==> src/rtl/imem_dmem_arbiter_pkg.sv <==
// Shared definitions for the unified instruction/data memory arbiter:
// FSM state encoding, the fetch abort value and small sizing helpers.
package imem_dmem_arbiter_pkg;

  // Arbiter FSM states
  typedef enum logic [1:0] {
    ST_IDLE   = 2'd0,
    ST_BUSY_F = 2'd1,
    ST_BUSY_D = 2'd2
  } arb_state_e;

  // Instruction handed to fetch when its transaction is aborted (addi x0,x0,0)
  localparam logic [31:0] NOP_INSTR = 32'h0000_0013;

  // Load data handed to the memory stage when its transaction is aborted
  localparam logic [31:0] DATA_ABORT_RDATA = 32'h0000_0000;

  // Byte address to word address; the two low bits are not used by the RAM
  function automatic logic [29:0] word_addr(input logic [31:0] byte_addr);
    return byte_addr[31:2];
  endfunction

  // Number of bits needed to hold the value max_val (at least one)
  function automatic int unsigned cnt_width(input int unsigned max_val);
    int unsigned w;
    w = 32'd1;
    while ((64'd1 << w) <= {32'd0, max_val}) begin
      w = w + 32'd1;
    end
    return w;
  endfunction

endpackage

==> src/rtl/imem_dmem_arbiter_if.sv <==
// Bus bundle between the fetch/memory pipeline stages, the arbiter and the
// single-port memory wrapper. The slave view is the arbiter itself; the
// master view is whatever drives requests and models the memory.
interface imem_dmem_arbiter_if;

  // fetch stage side
  logic        if_req;
  logic [31:0] if_addr;
  logic [31:0] if_rdata;
  logic        if_valid;

  // memory stage side
  logic        dm_req;
  logic        dm_we;
  logic [31:0] dm_addr;
  logic [31:0] dm_wdata;
  logic [3:0]  dm_be;
  logic [31:0] dm_rdata;
  logic        dm_valid;

  // memory wrapper side
  logic        mem_req;
  logic        mem_we;
  logic [29:0] mem_addr;
  logic [31:0] mem_wdata;
  logic [3:0]  mem_be;
  logic        mem_ack;
  logic [31:0] mem_rdata;

  modport slave (
    input  if_req, if_addr,
    output if_rdata, if_valid,
    input  dm_req, dm_we, dm_addr, dm_wdata, dm_be,
    output dm_rdata, dm_valid,
    output mem_req, mem_we, mem_addr, mem_wdata, mem_be,
    input  mem_ack, mem_rdata
  );

  modport master (
    output if_req, if_addr,
    input  if_rdata, if_valid,
    output dm_req, dm_we, dm_addr, dm_wdata, dm_be,
    input  dm_rdata, dm_valid,
    input  mem_req, mem_we, mem_addr, mem_wdata, mem_be,
    output mem_ack, mem_rdata
  );

endinterface

==> src/rtl/imem_dmem_arbiter_timeout_counter.sv <==
// Generic bus-master watchdog: counts enabled cycles since the last clear and
// flags expiry once LIMIT cycles have elapsed. LIMIT = 0 never expires.
module arb_timeout_counter #(
  parameter int unsigned WIDTH = 8,
  parameter int unsigned LIMIT = 255
) (
  input  logic clk,
  input  logic rst_n,
  input  logic clr,
  input  logic en,
  output logic expired
);

  localparam int unsigned     LAST_I  = (LIMIT > 32'd0) ? (LIMIT - 32'd1) : 32'd0;
  localparam logic [WIDTH-1:0] LAST    = WIDTH'(LAST_I);
  localparam logic [WIDTH-1:0] CNT_ONE = WIDTH'(1);
  localparam logic [WIDTH-1:0] CNT_TOP = '1;

  logic [WIDTH-1:0] count_r;

  // Count enabled cycles since the last clear, holding at the top value
  always_ff @(posedge clk or negedge rst_n) begin
    if (!rst_n) begin
      count_r <= '0;
    end else if (clr) begin
      count_r <= '0;
    end else if (en && (count_r != CNT_TOP)) begin
      count_r <= count_r + CNT_ONE;
    end else begin
      count_r <= count_r;
    end
  end

  // The current cycle is the LIMIT-th enabled cycle since the clear
  assign expired = (LIMIT != 32'd0) && (count_r == LAST);

endmodule

==> src/rtl/imem_dmem_arbiter.sv <==
// Arbiter sharing one single-port unified RAM between instruction fetch and
// loads/stores. One transaction in flight at a time; data wins ties unless it
// has starved a pending fetch for DATA_STREAK_MAX grants in a row. A watchdog
// aborts transactions the memory never acknowledges so the pipeline cannot hang.
module imem_dmem_arbiter
  import imem_dmem_arbiter_pkg::*;
#(
  parameter int unsigned DATA_STREAK_MAX = 4,
  parameter int unsigned TIMEOUT_CYCLES  = 255
) (
  input  logic                 clk,
  input  logic                 rst_n,
  imem_dmem_arbiter_if.slave   bus,
  output logic                 stall_f,
  output logic                 stall_m,
  output logic                 bus_err
);

  localparam int unsigned         STREAK_W     = cnt_width(DATA_STREAK_MAX);
  localparam int unsigned         TO_W         = cnt_width(TIMEOUT_CYCLES);
  localparam logic [STREAK_W-1:0] STREAK_LIMIT = STREAK_W'(DATA_STREAK_MAX);
  localparam logic [STREAK_W-1:0] STREAK_ONE   = STREAK_W'(1);

  arb_state_e          state_r;
  logic [STREAK_W-1:0] streak_r;
  logic                mem_req_r;
  logic                mem_we_r;
  logic [29:0]         mem_addr_r;
  logic [31:0]         mem_wdata_r;
  logic [3:0]          mem_be_r;
  logic [31:0]         if_rdata_r;
  logic                if_valid_r;
  logic [31:0]         dm_rdata_r;
  logic                dm_valid_r;
  logic                bus_err_r;

  logic                grant_d_s;
  logic                grant_f_s;
  logic                busy_s;
  logic                to_clr_s;
  logic                to_en_s;
  logic                to_expired_s;

  // Pick the winner of an idle cycle; data first unless it has starved fetch
  always_comb begin
    grant_d_s = 1'b0;
    grant_f_s = 1'b0;
    if (state_r == ST_IDLE) begin
      if (bus.dm_req && (!bus.if_req || (streak_r < STREAK_LIMIT))) begin
        grant_d_s = 1'b1;
      end else if (bus.if_req) begin
        grant_f_s = 1'b1;
      end else begin
        grant_d_s = 1'b0;
        grant_f_s = 1'b0;
      end
    end else begin
      grant_d_s = 1'b0;
      grant_f_s = 1'b0;
    end
  end

  assign busy_s   = (state_r == ST_BUSY_F) || (state_r == ST_BUSY_D);
  assign to_clr_s = grant_d_s || grant_f_s;
  assign to_en_s  = busy_s && !bus.mem_ack;

  arb_timeout_counter #(
    .WIDTH (TO_W),
    .LIMIT (TIMEOUT_CYCLES)
  ) u_timeout (
    .clk     (clk),
    .rst_n   (rst_n),
    .clr     (to_clr_s),
    .en      (to_en_s),
    .expired (to_expired_s)
  );

  // Arbiter FSM: capture operands on grant, hold the memory request until
  // ack or timeout, then return data with a one-cycle valid pulse
  always_ff @(posedge clk or negedge rst_n) begin
    if (!rst_n) begin
      state_r     <= ST_IDLE;
      streak_r    <= '0;
      mem_req_r   <= 1'b0;
      mem_we_r    <= 1'b0;
      mem_addr_r  <= '0;
      mem_wdata_r <= '0;
      mem_be_r    <= '0;
      if_rdata_r  <= '0;
      if_valid_r  <= 1'b0;
      dm_rdata_r  <= '0;
      dm_valid_r  <= 1'b0;
      bus_err_r   <= 1'b0;
    end else begin
      if_valid_r <= 1'b0;
      dm_valid_r <= 1'b0;
      case (state_r)
        ST_IDLE: begin
          if (grant_d_s) begin
            state_r     <= ST_BUSY_D;
            mem_req_r   <= 1'b1;
            mem_we_r    <= bus.dm_we;
            mem_addr_r  <= word_addr(bus.dm_addr);
            mem_wdata_r <= bus.dm_wdata;
            mem_be_r    <= bus.dm_be;
            // only grants that bypass a waiting fetch count toward the streak
            if (bus.if_req) begin
              if (streak_r < STREAK_LIMIT) begin
                streak_r <= streak_r + STREAK_ONE;
              end else begin
                streak_r <= streak_r;
              end
            end else begin
              streak_r <= '0;
            end
          end else if (grant_f_s) begin
            state_r     <= ST_BUSY_F;
            mem_req_r   <= 1'b1;
            mem_we_r    <= 1'b0;
            mem_addr_r  <= word_addr(bus.if_addr);
            mem_wdata_r <= 32'h0000_0000;
            mem_be_r    <= 4'hF;
            streak_r    <= '0;
          end else begin
            state_r   <= ST_IDLE;
            mem_req_r <= 1'b0;
          end
        end
        ST_BUSY_F, ST_BUSY_D: begin
          if (bus.mem_ack) begin
            // ack beats a simultaneous timeout
            state_r   <= ST_IDLE;
            mem_req_r <= 1'b0;
            if (state_r == ST_BUSY_F) begin
              if_rdata_r <= bus.mem_rdata;
              if_valid_r <= 1'b1;
            end else begin
              dm_rdata_r <= bus.mem_rdata;
              dm_valid_r <= 1'b1;
            end
          end else if (to_expired_s) begin
            // abort and release the requester with a harmless value
            state_r   <= ST_IDLE;
            mem_req_r <= 1'b0;
            bus_err_r <= 1'b1;
            if (state_r == ST_BUSY_F) begin
              if_rdata_r <= NOP_INSTR;
              if_valid_r <= 1'b1;
            end else begin
              dm_rdata_r <= DATA_ABORT_RDATA;
              dm_valid_r <= 1'b1;
            end
          end else begin
            state_r <= state_r;
          end
        end
        default: begin
          state_r   <= ST_IDLE;
          mem_req_r <= 1'b0;
        end
      endcase
    end
  end

  assign bus.mem_req   = mem_req_r;
  assign bus.mem_we    = mem_we_r;
  assign bus.mem_addr  = mem_addr_r;
  assign bus.mem_wdata = mem_wdata_r;
  assign bus.mem_be    = mem_be_r;
  assign bus.if_rdata  = if_rdata_r;
  assign bus.if_valid  = if_valid_r;
  assign bus.dm_rdata  = dm_rdata_r;
  assign bus.dm_valid  = dm_valid_r;
  assign bus_err       = bus_err_r;

  // a requester stalls while it asks and has not yet been answered
  assign stall_f = rst_n & bus.if_req & ~if_valid_r;
  assign stall_m = rst_n & bus.dm_req & ~dm_valid_r;

endmodule

==> src/flat_wrapper.sv <==
// flat-port wrapper written by rule: the top's interface ports become plain ports
module imem_dmem_arbiter_flat import imem_dmem_arbiter_pkg::*;
#(
  parameter int unsigned DATA_STREAK_MAX = 4,
  parameter int unsigned TIMEOUT_CYCLES  = 255
)
  (clk, rst_n, stall_f, stall_m, bus_err, bus_if_req, bus_if_addr, bus_if_rdata, bus_if_valid, bus_dm_req, bus_dm_we, bus_dm_addr, bus_dm_wdata, bus_dm_be, bus_dm_rdata, bus_dm_valid, bus_mem_req, bus_mem_we, bus_mem_addr, bus_mem_wdata, bus_mem_be, bus_mem_ack, bus_mem_rdata);
  imem_dmem_arbiter_if bus_i ();
  input  logic clk;
  input  logic rst_n;
  output logic stall_f;
  output logic stall_m;
  output logic bus_err;
  input wire logic [$bits(bus_i.if_req)-1:0] bus_if_req;
  input wire logic [$bits(bus_i.if_addr)-1:0] bus_if_addr;
  output wire logic [$bits(bus_i.if_rdata)-1:0] bus_if_rdata;
  output wire logic [$bits(bus_i.if_valid)-1:0] bus_if_valid;
  input wire logic [$bits(bus_i.dm_req)-1:0] bus_dm_req;
  input wire logic [$bits(bus_i.dm_we)-1:0] bus_dm_we;
  input wire logic [$bits(bus_i.dm_addr)-1:0] bus_dm_addr;
  input wire logic [$bits(bus_i.dm_wdata)-1:0] bus_dm_wdata;
  input wire logic [$bits(bus_i.dm_be)-1:0] bus_dm_be;
  output wire logic [$bits(bus_i.dm_rdata)-1:0] bus_dm_rdata;
  output wire logic [$bits(bus_i.dm_valid)-1:0] bus_dm_valid;
  output wire logic [$bits(bus_i.mem_req)-1:0] bus_mem_req;
  output wire logic [$bits(bus_i.mem_we)-1:0] bus_mem_we;
  output wire logic [$bits(bus_i.mem_addr)-1:0] bus_mem_addr;
  output wire logic [$bits(bus_i.mem_wdata)-1:0] bus_mem_wdata;
  output wire logic [$bits(bus_i.mem_be)-1:0] bus_mem_be;
  input wire logic [$bits(bus_i.mem_ack)-1:0] bus_mem_ack;
  input wire logic [$bits(bus_i.mem_rdata)-1:0] bus_mem_rdata;
  assign bus_i.if_req = bus_if_req;
  assign bus_i.if_addr = bus_if_addr;
  assign bus_if_rdata = bus_i.if_rdata;
  assign bus_if_valid = bus_i.if_valid;
  assign bus_i.dm_req = bus_dm_req;
  assign bus_i.dm_we = bus_dm_we;
  assign bus_i.dm_addr = bus_dm_addr;
  assign bus_i.dm_wdata = bus_dm_wdata;
  assign bus_i.dm_be = bus_dm_be;
  assign bus_dm_rdata = bus_i.dm_rdata;
  assign bus_dm_valid = bus_i.dm_valid;
  assign bus_mem_req = bus_i.mem_req;
  assign bus_mem_we = bus_i.mem_we;
  assign bus_mem_addr = bus_i.mem_addr;
  assign bus_mem_wdata = bus_i.mem_wdata;
  assign bus_mem_be = bus_i.mem_be;
  assign bus_i.mem_ack = bus_mem_ack;
  assign bus_i.mem_rdata = bus_mem_rdata;
  imem_dmem_arbiter #(.DATA_STREAK_MAX(DATA_STREAK_MAX), .TIMEOUT_CYCLES(TIMEOUT_CYCLES)) u_core (.clk(clk), .rst_n(rst_n), .bus(bus_i), .stall_f(stall_f), .stall_m(stall_m), .bus_err(bus_err));
endmodule
==> config.mk <==
export PLATFORM = sky130hd
export DESIGN_NAME = imem_dmem_arbiter_flat
export DESIGN_NICKNAME = d
export VERILOG_FILES = /design/src/rtl/imem_dmem_arbiter_pkg.sv /design/src/rtl/imem_dmem_arbiter_if.sv /design/src/rtl/imem_dmem_arbiter_timeout_counter.sv /design/src/rtl/imem_dmem_arbiter.sv /design/src/flat_wrapper.sv
export SDC_FILE = /design/constraint.sdc
export NUM_CORES = 1
export LEC_CHECK = 0
export ABC_CLOCK_PERIOD_IN_PS = 4400
export CORE_AREA = 4 4 123 125
export DETAILED_ROUTE_END_ITERATION = 6
export DIE_AREA = 0 0 127 129
export PLACE_DENSITY = 0.85
export RECOVER_POWER = 50
export SLEW_MARGIN = 40
export SYNTH_ARGS = -nofsm -noshare
export SYNTH_HDL_FRONTEND = slang
export SYNTH_HIERARCHICAL = 1
export SYNTH_SLANG_ARGS = --single-unit
==> constraint.sdc <==
create_clock -name clk -period 4.4 [get_ports clk]
set_input_delay 1.32 -clock clk [delete_from_list [all_inputs] [get_ports clk]]
set_output_delay 1.32 -clock clk [all_outputs]
set_load 0.1 [all_outputs]
==> results of run 1 <==
[cells by family after synthesis]
family                   share of synthesized area (%)
adder cells (fa/ha/maj)                         0.9768
AND/OR/NAND/NOR                                  4.982
multiplexers                                     19.22
AO/OA/AOI/OAI                                    11.64
buffers and inverters                            5.352
flip-flops                                       57.82
[worst reg2reg max path, stage by stage, from the launching register on]
cell      delay (ns)
dfrtp_1         0.37
inv_1           0.05
ha_1            0.25
o21ai_0         0.12
clkbuf_1        1.14
mux2_2          0.34
[metal layers]
metal  GRT usage, %  part of all wire, %  up-vias
met5              0                0.040        -
met4          8.328                  2.4        2
met3          8.676                  9.2       32
met2          36.67                   49      204
met1          24.04                   40     2392
li1               -                    -     2223
[synth_stat cells (all sizes together) (3+ instances only)]
| library cell | number | area [µm²] |
|---|---|---|
| a21oi | 7 | 35.03 |
| a22o | 64 | 560.5 |
| and3 | 4 | 25.02 |
| buf | 22 | 158.9 |
| clkbuf | 9 | 33.78 |
| dfrtp | 148 | 3704 |
| ha | 5 | 62.56 |
| inv | 40 | 150.1 |
| mux2 | 65 | 900.9 |
| mux2i | 33 | 330.3 |
| nand2 | 39 | 148.9 |
| nand3 | 5 | 30.03 |
| nor2 | 5 | 18.77 |
| nor2b | 3 | 18.77 |
| nor3 | 4 | 20.02 |
| o22a | 7 | 61.31 |
[stage by stage]
| step | cells | cell area (µm²) | utilization [%] |
|---|---|---|---|
| CTS | 937 | 9233 | 66.51 |
| floorplan | 479 | 6405 | - |
| finish | 937 | 9190 | 66.21 |
| detailed placement | 907 | 8584 | 61.84 |
| global placement | 907 | 9255 | 66.68 |
| global route | 937 | 9190 | 66.21 |
[layout make-up]
type / count / area (µm²)
repair buffers: 279 / 2095
clock buffers: 22 / 474.2
multi-input cells: 260 / 2369
flip-flops and latches: 148 / 3704
clock inverters: 8 / 173.9
fillers: 1051 / 4691
inverters: 40 / 150.1
well taps: 180 / 225.2
[state kept, by name, summed over array words and instances, names as in the netlist]
name	cells
u_core/bus.if_valid	1
u_core/bus.mem_addr	30
u_core/bus.dm_valid	1
u_core/bus.if_rdata	32
u_core/bus.mem_wdata	32
u_core/state_r	2
u_core/bus.mem_be	4
u_core/bus_err	1
u_core/bus.dm_rdata	32
u_core/streak_r	3
u_core/u_timeout/count_r	8
u_core/bus.mem_we	1
u_core/bus.mem_req	1
[cells in the final DEF (no fill, tap or decap), types with 2 or more instances in the layout]
master           synthesis  layout
buf_4                    5       5
clkdlybuf4s50_1          0     130
a22o_1                  64      64
buf_12                   0       3
a21oi_1                  7       6
ha_1                     5       5
and3_1                   4       4
nor2b_1                  3       3
clkbuf_2                 0       2
bufinv_16                0       5
clkbuf_1                 9      23
nand4_1                  2       2
mux2_2                  19      19
nand2_1                 38      38
clkbuf_16                0      17
inv_1                   40      40
nor2_1                   5       5
nor3_1                   4       4
buf_2                   10     115
mux2_4                  45      45
mux2i_1                 33      33
a211oi_1                 2       2
and2_1                   2       2
o22a_1                   7       7
dfrtp_1                148     148
clkbuf_8                 0       3
clkinvlp_4               0       2
dlygate4sd3_1            0       2
nand3_1                  4       4
[how the worst min path moves through the flow]
stage,start,end,slack [ns]
4_1_cts,u_core/bus_err,u_core/bus_err,0.46
5_1_grt,u_core/bus_err,u_core/bus_err,0.48
3_3_place_gp,u_core/bus_err,u_core/bus_err,0.45
3_5_place_dp,u_core/bus_err,u_core/bus_err,0.44
2_1_floorplan,u_core/streak_r[1],u_core/streak_r[1],0.48
6_report,u_core/bus_err,u_core/bus_err,0.46
==> impl_metrics.env, run 1 <==
export IMPL_setup_viol=0
export IMPL_violations="capacitance limit, slew limit"
export IMPL_syn_nets=622
export IMPL_cp_top_family="buffers and inverters"
export IMPL_ys_warn_count=6
export IMPL_critPathBufInv=2
export IMPL_synth_seq_cells=148
export IMPL_firstDrtPassIters=4
export IMPL_hp_class="reg2reg"
export IMPL_rsz0062_at_grt="no"
export IMPL_gr_total_overflow=0
export IMPL_gp_congestion=0.8128
export IMPL_synthArstFlopShare_pct=100.0
export IMPL_port_buffers=270
export IMPL_required_ns=3.08
export IMPL_vias=4853
export IMPL_die_area_um2=16380
export IMPL_r2r_slack_ns=2.07
export IMPL_crit_chain="dlygate4sd3_1, nand2_1, nor2_1, buf_12"
export IMPL_maxSlewHeadroom_pct=-5.988
export IMPL_std_cell_rows=43
export IMPL_finalNetCount=889
export IMPL_cts_num_sinks=148
export IMPL_drv_slew=103
export IMPL_critPathLaunch="bus_if_req"
export IMPL_ant_nets=0
export IMPL_cts_setup_buffers=0
export IMPL_dp_hpwl_mm=12.65
export IMPL_io_pins=275
export IMPL_status="complete, but fails checks"
export IMPL_slowest_stage="dlygate4sd3_1"
export IMPL_crit_path_max_fanout=6
export IMPL_ys_types=37
export IMPL_syn_area_um2=6405
export IMPL_ctsResizeCount=0
export IMPL_rr_worst_depth=5
export IMPL_area_growth_pct=43.48
export IMPL_grt_total_usage_pct=21.42
export IMPL_finalCriticalPeriod_ns=3.868
export IMPL_drt_iter0_markers=232
export IMPL_clock_root_buffer="clkbuf_16"
export IMPL_critical_path_max_stage_delay_ns=0.73
export IMPL_place_ws_ns=0.5909
export IMPL_syn_inst=479
export IMPL_crit_type="in2out"
export IMPL_hold_buffers=0
export IMPL_grt_pass1_vias=5323
export IMPL_die_width_um=127
export IMPL_diodes=0
export IMPL_numCtsBuffers=17
export IMPL_synth_edff_count=0
export IMPL_holdPathStages=1
export IMPL_worst_r2r_endpoint="u_core/streak_r[0]"
export IMPL_cp_depth=4
export IMPL_critical_path_endpoint_type="output port"
export IMPL_die_y_um=129
export IMPL_drive_above_1_share_pct=29.59
export IMPL_grt_max_degree=66
export IMPL_clk_latency_ns=0.42
export IMPL_clkSlewWorstSetupHoldPaths_ns=0.06
export IMPL_avgSynthCellArea_um2=13.37
export IMPL_drc=0
export IMPL_fp_coreArea_um2=13880
export IMPL_tightest_slew_ns=1.590
export IMPL_fmax_mhz=258.5
export IMPL_h_tree_depth=4
export IMPL_antenna_found_initial=1
export IMPL_via_per_inst=5.179
export IMPL_wirelength_mm=17.36
export IMPL_synth_flop_cell="dfrtp_1"
export IMPL_cts_tree="yes"
export IMPL_hold_slack_ns=0.4577
export IMPL_cp_arrival_ns=2.55
export IMPL_critPathLaunchType="input port"
export IMPL_maxCapViolations=2
export IMPL_grt_first_pass_wirelength_mm=27.52
export IMPL_seq_area_frac_synth_pct=57.82
export IMPL_post_route_period_util_pct=87.91
export IMPL_reg2reg_from="u_core/state_r[0]"
export IMPL_fin_setup_tns_ns=0
export IMPL_initial_core_util_pct=46.14
export IMPL_clk_path_buf_depth=2
export IMPL_worst_slack_ns=0.5322
export IMPL_fin_worst_skew_ns=0.006900
export IMPL_crit_end="stall_f"
export IMPL_wl_per_cell_um=18.52
export IMPL_hold_viol_final=0
Power of run 1 is not shown: default switching activity piles up to over one toggle a cycle in this logic, so the estimate is an artifact.
==> run 2, diff against run 1 <==
Settings changed: CAP_MARGIN from default to 25.
==> results of run 2 <==
Same layout as run 1: the final DEF is identical, and so are final timing and power.
Power of run 2 is left out for the same reason.
